**src/rtl/mem_pkg.sv**
```systemverilog
// Shared types and encodings for the data-memory access controller.
// No logic; state enum, funct3 access-size codes, byte-enable helper.
// Imported by mem_access_ctrl and load_align.
package mem_pkg;

    typedef enum logic {
        IDLE = 1'b0,
        BUSY = 1'b1
    } state_e;

    localparam logic [2:0] F3_B  = 3'b000;
    localparam logic [2:0] F3_H  = 3'b001;
    localparam logic [2:0] F3_W  = 3'b010;
    localparam logic [2:0] F3_BU = 3'b100;
    localparam logic [2:0] F3_HU = 3'b101;

    localparam int BE_W = 4;

    // size is funct3[1:0]: 00 byte, 01 half, otherwise word
    function automatic logic [BE_W-1:0] byte_en(input logic [1:0] size, input logic [1:0] lane);
        case (size)
            2'b00:   byte_en = 4'b0001 << lane;
            2'b01:   byte_en = 4'b0011 << lane;
            default: byte_en = 4'b1111;
        endcase
    endfunction

endpackage

```
**src/rtl/load_align.sv**
```systemverilog
// Load data extraction: picks the lane and sign/zero-extends per funct3.
// Latency 0 (purely combinational).
// No flow control; result is meaningful only alongside dmem_ack.
module load_align
    import mem_pkg::*;
(
    input  logic [31:0] rdata,
    input  logic [1:0]  addr_lo,
    input  logic [2:0]  funct3,
    output logic [31:0] wb_data
);

    logic [7:0]  byte_sel;
    logic [15:0] half_sel;

    always_comb begin
        case (addr_lo)
            2'd0:    byte_sel = rdata[7:0];
            2'd1:    byte_sel = rdata[15:8];
            2'd2:    byte_sel = rdata[23:16];
            default: byte_sel = rdata[31:24];
        endcase
        half_sel = addr_lo[1] ? rdata[31:16] : rdata[15:0];

        case (funct3)
            F3_B:    wb_data = {{24{byte_sel[7]}}, byte_sel};
            F3_BU:   wb_data = {24'b0, byte_sel};
            F3_H:    wb_data = {{16{half_sel[15]}}, half_sel};
            F3_HU:   wb_data = {16'b0, half_sel};
            default: wb_data = rdata;
        endcase
    end

endmodule

```
**src/rtl/mem_access_ctrl.sv**
```systemverilog
// Load/store unit front end: one outstanding data-bus access with timeout; MEM_MISALIGN_TRAP_EN enables misalign trap.
// Request 1 cycle after accept; wb_valid/bus_err/misaligned are registered pulses 1 cycle after ack/timeout/accept.
// Backpressure via stall: held from accept until the ack or timeout cycle.
module mem_access_ctrl
    import mem_pkg::*;
#(
    parameter int WAIT_LIMIT = 16
) (
    input  logic            clk,
    input  logic            rst_n,
    input  logic            ex_valid,
    input  logic            ex_mem_read,
    input  logic            ex_mem_write,
    input  logic [2:0]      ex_funct3,
    input  logic [31:0]     ex_addr,
    input  logic [31:0]     ex_wdata,
    input  logic [4:0]      ex_rd,
    output logic            stall,
    output logic            dmem_req,
    output logic            dmem_we,
    output logic [31:0]     dmem_addr,
    output logic [BE_W-1:0] dmem_be,
    output logic [31:0]     dmem_wdata,
    input  logic            dmem_ack,
    input  logic [31:0]     dmem_rdata,
    output logic            wb_valid,
    output logic [4:0]      wb_rd,
    output logic [31:0]     wb_data,
    output logic            bus_err,
    output logic            misaligned
);

    localparam logic [7:0] LIMIT_M1 = 8'(WAIT_LIMIT - 1);

    state_e          state_q, state_d;
    logic [7:0]      cnt_q, cnt_d;
    logic            we_q;
    logic [31:0]     addr_q, wdata_q, wb_data_q;
    logic [BE_W-1:0] be_q;
    logic [2:0]      f3_q;
    logic [1:0]      lane_q;
    logic [4:0]      rd_q, wb_rd_q;
    logic            wb_valid_q, bus_err_q;

    logic        rd_op, wr_op, ld_ok, st_ok, mem_op, trap, go, timeout, busy, ld_done;
    logic        is_half, is_word;
    logic [1:0]  lane;
    logic [31:0] wdata_rep, align_data;

    // Read wins when both strobes are set.
    assign rd_op   = ex_mem_read;
    assign wr_op   = ex_mem_write & ~ex_mem_read;
    assign ld_ok   = (ex_funct3 == F3_B) || (ex_funct3 == F3_H) || (ex_funct3 == F3_W) ||
                     (ex_funct3 == F3_BU) || (ex_funct3 == F3_HU);
    assign st_ok   = (ex_funct3 == F3_B) || (ex_funct3 == F3_H) || (ex_funct3 == F3_W);
    assign mem_op  = ex_valid & ((rd_op & ld_ok) | (wr_op & st_ok));
    assign is_half = (ex_funct3[1:0] == 2'b01);
    assign is_word = (ex_funct3[1:0] == 2'b10);
    assign lane    = is_word ? 2'b00 : (is_half ? {ex_addr[1], 1'b0} : ex_addr[1:0]);

`ifdef MEM_MISALIGN_TRAP_EN
    logic misaligned_q;
    assign trap = (is_half & ex_addr[0]) | (is_word & (ex_addr[1:0] != 2'b00));

    always_ff @(posedge clk) begin
        if (!rst_n) misaligned_q <= 1'b0;
        else        misaligned_q <= (state_q == IDLE) & mem_op & trap;
    end
    assign misaligned = misaligned_q;
`else
    assign trap       = 1'b0;
    assign misaligned = 1'b0;
`endif

    assign busy    = (state_q == BUSY);
    assign go      = (state_q == IDLE) & mem_op & ~trap;
    assign timeout = busy & ~dmem_ack & (cnt_q == LIMIT_M1);
    assign ld_done = busy & dmem_ack & ~we_q;
    assign stall   = go | (busy & ~dmem_ack & ~timeout);

    always_comb begin
        case (ex_funct3[1:0])
            2'b00:   wdata_rep = {4{ex_wdata[7:0]}};
            2'b01:   wdata_rep = {2{ex_wdata[15:0]}};
            default: wdata_rep = ex_wdata;
        endcase
    end

    always_comb begin
        state_d = state_q;
        cnt_d   = cnt_q;
        case (state_q)
            IDLE: begin
                if (go) begin
                    state_d = BUSY;
                    cnt_d   = 8'd0;
                end
            end
            BUSY: begin
                if (dmem_ack || timeout) state_d = IDLE;
                else                     cnt_d   = cnt_q + 8'd1;
            end
            default: state_d = IDLE;
        endcase
    end

    load_align u_load_align (
        .rdata   (dmem_rdata),
        .addr_lo (lane_q),
        .funct3  (f3_q),
        .wb_data (align_data)
    );

    always_ff @(posedge clk) begin
        if (!rst_n) begin
            state_q    <= IDLE;
            cnt_q      <= 8'd0;
            we_q       <= 1'b0;
            addr_q     <= 32'd0;
            be_q       <= '0;
            wdata_q    <= 32'd0;
            f3_q       <= 3'd0;
            lane_q     <= 2'd0;
            rd_q       <= 5'd0;
            wb_valid_q <= 1'b0;
            wb_rd_q    <= 5'd0;
            wb_data_q  <= 32'd0;
            bus_err_q  <= 1'b0;
        end else begin
            state_q    <= state_d;
            cnt_q      <= cnt_d;
            wb_valid_q <= ld_done;
            bus_err_q  <= timeout;
            if (go) begin
                we_q    <= wr_op;
                addr_q  <= {ex_addr[31:2], 2'b00};
                be_q    <= byte_en(ex_funct3[1:0], lane);
                wdata_q <= wdata_rep;
                f3_q    <= ex_funct3;
                lane_q  <= lane;
                rd_q    <= ex_rd;
            end
            if (ld_done) begin
                wb_rd_q   <= rd_q;
                wb_data_q <= align_data;
            end
        end
    end

    assign dmem_req   = busy;
    assign dmem_we    = busy & we_q;
    assign dmem_addr  = addr_q;
    assign dmem_be    = be_q;
    assign dmem_wdata = wdata_q;
    assign wb_valid   = wb_valid_q;
    assign wb_rd      = wb_rd_q;
    assign wb_data    = wb_data_q;
    assign bus_err    = bus_err_q;

endmodule

```
**config.mk**
```make
export PLATFORM = sky130hd
export DESIGN_NAME = mem_access_ctrl
export DESIGN_NICKNAME = d
export VERILOG_FILES = /design/src/rtl/mem_pkg.sv /design/src/rtl/load_align.sv /design/src/rtl/mem_access_ctrl.sv
export SDC_FILE = /design/constraint.sdc
export NUM_CORES = 1
export LEC_CHECK = 0
export CORE_MARGIN = 2
export CORE_UTILIZATION = 43
export DETAILED_ROUTE_END_ITERATION = 10
export GPL_TIMING_DRIVEN = 0
export PLACE_DENSITY_LB_ADDON = 0.05
export SLEW_MARGIN = 20
export SYNTH_ARGS = -nofsm -noshare
export SYNTH_HDL_FRONTEND = slang
export SYNTH_SLANG_ARGS = --single-unit
```
**constraint.sdc**
```tcl
create_clock -name clk -period 2.3 [get_ports clk]
set_input_delay 0.575 -clock clk [delete_from_list [all_inputs] [get_ports clk]]
set_output_delay 0.575 -clock clk [all_outputs]
set_load 0.005 [all_outputs]
```
Word-level counts from Yosys, hierarchy flattened
Cells that the tools add are included.
{"block": "op_classes", "add_sub_neg": 1, "n_eq_ne": 14, "n_shift": 2, "mux": 13, "bitwise_logic": 18, "n_reduce_logical": 10}
{"operator": "one-hot mux 32 bit (4 select lines)", "count": 1}
{"operator": "one-hot mux 32 bit (2 select lines)", "count": 1}
{"operator": "one-hot mux 8 bit (3 select lines)", "count": 1}
{"operator": "two-way mux 16 bit", "count": 1}
{"operator": "two-way mux 8 bit", "count": 2}
{"operator": "one-hot mux 8 bit (2 select lines)", "count": 1}
{"operator": "equality test 3 bit, second input constant", "count": 4}
{"operator": "AND 1 bit", "count": 11}
{"operator": "adder 8 x 1 -> 8 bit, second input constant", "count": 1}
{"operator": "equality test 8 x 4 -> 1 bit, second input constant", "count": 1}
{"operator": "one-hot mux 4 bit (2 select lines)", "count": 1}
{"operator": "equality test 3 x 1 -> 1 bit, second input constant", "count": 2}
{"operator": "zero test 3 bit", "count": 2}
{"operator": "logical OR 1 bit", "count": 5}
{"operator": "inverter 1 bit", "count": 5}
{"operator": "equality test 2 x 1 -> 1 bit, second input constant", "count": 2}
{"operator": "equality test 2 bit, second input constant", "count": 2}
{"operator": "zero test 2 bit", "count": 2}
{"operator": "inequality test 2 bit, second input constant", "count": 2}
{"operator": "left shift 1 x 2 -> 4 bit, first input constant", "count": 1}
{"operator": "left shift 2 x 2 -> 4 bit, first input constant", "count": 1}
{"operator": "equality test 3 x 2 -> 1 bit, second input constant", "count": 1}
{"operator": "two-way mux 1 bit", "count": 3}
{"operator": "two-way mux 2 bit", "count": 1}
{"operator": "3 further kinds", "count": 4}
{"block": "totals", "regBits": 125, "output_inout_bits": 111, "word_cells": 71}

Logic depth before layout (Yosys ltp)
Gate-level depths: netlist of the first run.
{"block": "depth", "depth_word": 11, "ltp_mapped": 7, "depth_no_buf": 6}

Hierarchy
A second synthesis of the first run with hierarchy kept.
{"block": "unflattened", "cells_unflattened": 737, "area_unflattened_um2": 6110.9}
{"module": "mem_access_ctrl", "n_inst": 1, "cells_per_inst": 604, "area_each_um2": 5141.2, "seq_area_each_um2": 2502.4}
{"module": "load_align", "n_inst": 1, "cells_per_inst": 133, "area_each_um2": 969.7, "seq_area_each_um2": 0.0}

Least setup slack after synthesis of the first run
No wires, ideal clock.
{"block": "synth_timing", "kind": "input port to output port", "from": "input ex_mem_write", "to": "output stall", "arrival_time_ns": 1.354, "t_required_ns": 1.725, "path_slack_ns": 0.371, "stages": 5, "path_buffers": 1, "cell_sequence": "nor2b_1 -> o2111a_1 -> buf_2 -> nor2_1 -> inv_1"}
{"block": "synth_via", "elab_chain_cells": 6}
{"element": "start, declared", "line": "mem_access_ctrl.sv:13", "rtl": "input logic ex_mem_write,"}
{"element": "AND 1 bit", "line": "mem_access_ctrl.sv:52", "rtl": "assign wr_op = ex_mem_write & ~ex_mem_read;"}
{"element": "AND 1 bit", "line": "mem_access_ctrl.sv:56", "rtl": "assign mem_op = ex_valid & ((rd_op & ld_ok) | (wr_op & st_ok));"}
{"element": "OR 1 bit", "line": "mem_access_ctrl.sv:56"}
{"element": "AND 1 bit", "line": "mem_access_ctrl.sv:56"}
{"element": "AND 1 bit", "line": "mem_access_ctrl.sv:76", "rtl": "assign go = (state_q == IDLE) & mem_op & ~trap;"}
{"element": "OR 1 bit", "line": "mem_access_ctrl.sv:79", "rtl": "assign stall = go | (busy & ~dmem_ack & ~timeout);"}
{"element": "end, declared", "line": "mem_access_ctrl.sv:18", "rtl": "output logic stall,"}
Every way passes these cells.

Final worst setup path of the first run
Ends and elaborated chain as after synthesis.

==> results of run 1 <==
## critical path, cell delays in order
cell,delay (ns)
clkdlybuf4s15_1,0.20
nor2b_4,0.14
o2111a_1,0.26
buf_6,0.13
nor2_4,0.07
inv_1,0.04
dlygate4sd2_1,0.25
## power groups by stage
stage | clock, mW | combinational [mW] | sequential [mW]
2_1_floorplan | 0 | 0.332 | 2.37
3_3_place_gp | 0 | 0.823 | 2.36
3_5_place_dp | 0 | 0.837 | 2.37
4_1_cts | 2.50 | 0.851 | 2.33
5_1_grt | 2.61 | 0.924 | 2.34
6_report | 2.48 | 0.856 | 2.33
## registers in the layout, summed over array words and instances, names as in the netlist
register    cells
dmem_req        1
lane_q          2
cnt_q           8
f3_q            3
wb_rd           5
we_q            1
dmem_be         4
wb_data        32
dmem_addr      30
dmem_wdata     32
rd_q            5
bus_err         1
wb_valid        1
## synthesized netlist by cell type, drive strengths merged (2+ instances only)
cell type,number
clkbuf,31
a311oi,10
a211oi,10
or3,2
mux2i,22
xor2,5
o2111ai,3
nor2b,2
nand3,7
mux2,7
nand2b,7
o31ai,5
o21ai,40
nor3,5
nand3b,9
and3,4
nand2,164
dfxtp,125
a31oi,2
o211ai,16
a21oi,92
buf,24
nor2,43
o221ai,5
inv,6
## final cells by class
class                           instances  area, um2
Fill cell                            1044       3700
Buffer                                 55        270
Tap cell                              168        210
Multi-Input combinational cell        476       2670
Timing Repair Buffer                  220       2180
Antenna cell                            1       2.50
Clock inverter                          6       32.5
Clock buffer                           26        519
Inverter                                7       26.3
Sequential cell                       125       2500
## stage by stage
step	power (mW)	setup slack (ns)
floorplan	2.70	0.371
global placement	3.19	-0.660
detailed placement	3.21	-0.675
CTS	5.68	0.0421
global route	5.88	0.00197
finish	5.66	0.0572
## routing by layer
metal | wire length, um | vias up | GRT usage (%) | share of wire, %
li1 | - | 2764 | - | -
met1 | 7360 | 2692 | 31.9 | 40
met2 | 8820 | 252 | 46.6 | 48
met3 | 1650 | 39 | 9.26 | 9.0
met4 | 540 | 0 | 14.0 | 2.9
met5 | 0 | - | 0 | 0
## logic make-up after synthesis
family | share of synthesized area (%)
multiplexers | 5.96
flip-flops | 46.4
buffers and inverters | 5.38
AND/OR/NAND/NOR | 19.1
adder cells (fa/ha/maj) | 0.232
other | 0.0695
AO/OA/AOI/OAI | 22.0
XOR/XNOR | 0.811
## worst paths after layout
kind / endpoint / depth (start not counted)
max: stall / 7
min: dmem_addr[19] / 2
max reg2reg: wb_data[12] / 6
min reg2reg: dmem_addr[19] / 2
## repair_timing
action                                  CTS  global route
hold buffers                              0             0
cloned                                    0             0
endpoints found under the setup margin    1             1
gates resized for setup                  21             6
hold endpoints to repair                  0             0
setup buffers                             4             0
pin swaps                                 3             2
==> results.sh, run 1 <==
export IMPL_ant_nets=0
export IMPL_start_util_pct=44.6
export IMPL_drc_errors=0
export IMPL_synth_area_top_cells="dfxtp_1 (46%), nand2_1 (11%), a21oi_1 (7.5%)"
export IMPL_seq_power_share_pct=41.1
export IMPL_grt_pass1_wl_um=28900
export IMPL_whs_ns=0.451
export IMPL_vias=5747
export IMPL_crit_path_end_kind="output pin"
export IMPL_num_rows=40
export IMPL_ys_async_sr_fraction_pct=0
export IMPL_netlist_instances=661
export IMPL_place_gp_congestion=0.843
export IMPL_io_pins=221
export IMPL_startpoint="ex_mem_write"
export IMPL_drt_wl_total_um=18400
export IMPL_ff2ff_setup_slack_ns=0.38
export IMPL_drt_pass1_iterations=5
export IMPL_cp_start_kind="input port"
export IMPL_mostFrequentLayoutCells="clkdlybuf4s50_1 (209), nand2_1 (164), dfxtp_1 (123)"
export IMPL_die_w_um=116
export IMPL_leakagePower_nw=3.05
export IMPL_yosysWarnings=0
export IMPL_power_density_nw_per_um2=673
export IMPL_grt_pass1_vias=5819
export IMPL_min_from="dmem_addr[19]"
export IMPL_dpl_instance_area_um2=7780
export IMPL_drt_initial_drc_count=319
export IMPL_viasPerCell=5.30
export IMPL_ys_seq_elements=125
export IMPL_ys_flop_type="dfxtp_1"
export IMPL_clock_skew_ns=0.00461
export IMPL_maxSlewHeadroom_pct=41.1
export IMPL_dp_cells=1047
export IMPL_port_buffers=216
export IMPL_synth_seq_area_share_pct=46.4
export IMPL_ys_types=50
export IMPL_synthToLayoutAreaGrowth_pct=55.8
export IMPL_setup_violations=0
export IMPL_cts_tree="done"
export IMPL_finalCritPeriodShare_pct=97.5
export IMPL_required_ns=1.73
export IMPL_synth_area_per_cell_um2=8.17
export IMPL_antenna_found_initial=1
export IMPL_synth_edf_count=0
export IMPL_final_util_pct=69.4
export IMPL_grtUsageTotal_pct=27.9
export IMPL_critical_path_class="input port to output pin"
export IMPL_switching_power_mw=1.39
export IMPL_slew_viol_final=0
export IMPL_p_comb_share_pct=15.1
export IMPL_setup_tns_ns=0
export IMPL_yosysTopAreaCell="dfxtp_1"
export IMPL_grt_setup_unrepaired="false"
export IMPL_cap_violations=0
export IMPL_cts_buffers=17
export IMPL_grt_overflow=0
export IMPL_status="finished clean"
export IMPL_post_dp_hpwl_um=13300
export IMPL_grt_max_degree=17
export IMPL_finalHoldViolations=0
export IMPL_intPower_mw=4.27
export IMPL_cp_max_fo=2
export IMPL_die_area_um2=13500
export IMPL_worst_pin_slew_ns=0.883
export IMPL_clockPowerShare_pct=43.8
export IMPL_cts_sinks=125
export IMPL_ir_drop_uv=503
export IMPL_fmax_ghz=0.446
export IMPL_clockRootBuffer="clkbuf_16"
export IMPL_final_common_cell="clkdlybuf4s50_1"
export IMPL_fp_dieH_um=116
export IMPL_r2r_start="dmem_req"
export IMPL_fin_crit_ns=2.24
export IMPL_wl_per_cell_um=16.9
export IMPL_core_area_um2=12100
export IMPL_finalNonFillerCells=1084
export IMPL_path_clk_slew_ns=0.05
export IMPL_fin_area_um2=8410
export IMPL_fin_nets=1013
export IMPL_cts_path_max_buffers=2
export IMPL_synthDominantCellAreaShare_pct=46.4
export IMPL_hold_path_class="flip-flop to flip-flop"
export IMPL_switching_share_pct=24.6
export IMPL_netlist_area_um2=5400
export IMPL_layout_drive_gt1_share_pct=9.84
export IMPL_clk_latency_ns=0.41
export IMPL_crit_arrival_ns=1.67
export IMPL_htree_num_levels=4
Power figures use the tool's default switching activity.
==> run 2, diff against run 1 <==
--- a/config.mk
+++ b/config.mk
@@ -5,7 +5,6 @@
 export SDC_FILE = /design/constraint.sdc
 export NUM_CORES = 1
 export LEC_CHECK = 0
-export CORE_MARGIN = 2
 export CORE_UTILIZATION = 43
 export DETAILED_ROUTE_END_ITERATION = 10
 export GPL_TIMING_DRIVEN = 0
==> results.sh, run 2 (synthesis gave the netlist of run 1 again) <==
export IMPL_status="finished clean"
export IMPL_post_place_ws_ns=-0.726
export IMPL_intPower_mw=4.60
export IMPL_power_density_nw_per_um2=705
export IMPL_cts_sinks=125
export IMPL_cp_max_fo=4
export IMPL_seq_power_share_pct=38.9
export IMPL_grtUsageTotal_pct=28.9
export IMPL_startpoint="ex_mem_read"
export IMPL_ir_drop_uv=465
export IMPL_clock_skew_ns=0.00349
export IMPL_antenna_cells=0
export IMPL_r2r_start="dmem_req"
export IMPL_maxSlewHeadroom_pct=46.8
export IMPL_nFillCells=1011
export IMPL_grt_pass1_wl_um=29200
export IMPL_multi_input_area_um2=2670
export IMPL_switching_power_mw=1.39
export IMPL_place_gp_congestion=0.831
export IMPL_final_common_cell="clkdlybuf4s50_1"
export IMPL_drt_pass1_iterations=5
export IMPL_crit_path_end_kind="output pin"
export IMPL_cp_start_kind="input port"
export IMPL_fin_nets=1015
export IMPL_fp_dieH_um=114
export IMPL_final_util_pct=70.2
export IMPL_core_area_um2=12100
export IMPL_drc_errors=0
export IMPL_antenna_found_initial=0
export IMPL_cap_violations=0
export IMPL_clockPowerShare_pct=46.9
export IMPL_grt_setup_unrepaired="false"
export IMPL_htree_num_levels=4
export IMPL_cts_buffers=17
export IMPL_finalHoldViolations=0
export IMPL_drt_initial_drc_count=358
export IMPL_ant_nets=0
export IMPL_setup_tns_ns=0
export IMPL_start_util_pct=44.6
export IMPL_cts_tree="done"
export IMPL_vias=5867
export IMPL_die_w_um=114
export IMPL_post_dp_hpwl_um=13500
export IMPL_setup_violations=0
export IMPL_fin_crit_ns=2.22
export IMPL_clockRootBuffer="clkbuf_16"
export IMPL_p_comb_share_pct=14.3
export IMPL_synthToLayoutAreaGrowth_pct=57.4
export IMPL_required_ns=1.73
export IMPL_postCtsHoldBufs=0
export IMPL_path_clk_slew_ns=0.05
export IMPL_setup_ws_ns=0.0781
export IMPL_wl_per_cell_um=16.8
export IMPL_worst_pin_slew_ns=0.797
export IMPL_grt_pass1_vias=5968
export IMPL_layout_drive_gt1_share_pct=10.3
export IMPL_num_rows=40
export IMPL_switching_share_pct=23.2
export IMPL_min_from="rd_q[3]"
export IMPL_finalCritPeriodShare_pct=96.6
export IMPL_die_area_um2=13000
export IMPL_mostFrequentLayoutCells="clkdlybuf4s50_1 (208), nand2_1 (164), dfxtp_1 (121)"
export IMPL_hold_path_class="flip-flop to flip-flop"
export IMPL_port_buffers=216
export IMPL_crit_arrival_ns=1.65
export IMPL_clk_latency_ns=0.41
export IMPL_fmax_ghz=0.450
export IMPL_cts_path_max_buffers=2
export IMPL_slew_viol_final=0
export IMPL_seqCellArea_um2=2510
export IMPL_critical_path_class="input port to output pin"
export IMPL_drt_wl_total_um=18200
export IMPL_io_pins=221
export IMPL_viasPerCell=5.41
export IMPL_grt_overflow=0
export IMPL_grt_max_degree=17
export IMPL_leakagePower_nw=3.10
## run 2: changes by cell type in the layout (fill, tap and decap cells not counted), sizes merged
cell / before / now
clkinv: 6 / 4
bufinv: 0 / 3
clkdlybuf4s50: 209 / 208
buf: 28 / 30
diode: 1 / 0
dlygate4sd2: 4 / 5
clkdlybuf4s15: 1 / 2
clkbuf: 59 / 57
clkinvlp: 1 / 0
## run 2: layer usage
| metal | part of all wire (%) | track usage [%] | up-vias |
|---|---|---|---|
| met5 | 0 | 0 | - |
| met4 | 3.6 | 15.9 | 0 |
| met3 | 8.1 | 8.87 | 51 |
| met2 | 49 | 48.2 | 262 |
| met1 | 40 | 33.0 | 2787 |
| li1 | - | - | 2767 |
## run 2: what timing repair did
item / 4_1_cts / 5_1_grt
setup buffers: 6 / 0
pin swaps: 4 / 4
cloned: 0 / 0
resized for setup: 25 / 5
setup endpoints to repair: 1 / 1
## run 2: power by group through the flow
stage | sequential, mW | clock, mW | combinational, mW
2_1_floorplan | 2.37 | 0 | 0.332
3_3_place_gp | 2.37 | 0 | 0.821
3_5_place_dp | 2.37 | 0 | 0.838
4_1_cts | 2.33 | 2.83 | 0.852
5_1_grt | 2.34 | 2.92 | 0.925
6_report | 2.33 | 2.81 | 0.854
## run 2: final timing paths
path | end | cells after the start | slack, ns
setup / recovery | stall | 6 | 0.08
hold / removal | wb_rd[3] | 2 | 0.45
setup reg to reg | wb_data[15] | 6 | 0.34
hold reg to reg | wb_rd[3] | 2 | 0.45
## run 2: metrics by stage
stage	power (mW)	std cells	cell area, um2	hold slack (ns)
after floorplan	2.70	663	5410	0.432
after global placement	3.19	1047	7780	0.437
after detailed placement	3.21	1047	7780	0.446
after CTS	6.01	1084	8500	0.453
final	5.99	1084	8500	0.449
after global routing	6.19	1084	8500	0.467
## run 2: critical path, cell delays in order
cell           delay, ns
dlygate4sd2_1       0.28
o2111a_1            0.27
buf_6               0.12
nor2_4              0.10
inv_1               0.04
dlygate4sd2_1       0.25
## run 2: area by class of cell
cell class / instances / area share [%]
Multi-Input combinational cell: 476 / 31.4
Sequential cell: 125 / 29.5
Timing Repair Buffer: 222 / 25.9
Clock buffer: 25 / 6.07
Buffer: 55 / 3.18
Tap cell: 168 / 2.47
Clock inverter: 6 / 1.24
Inverter: 7 / 0.309
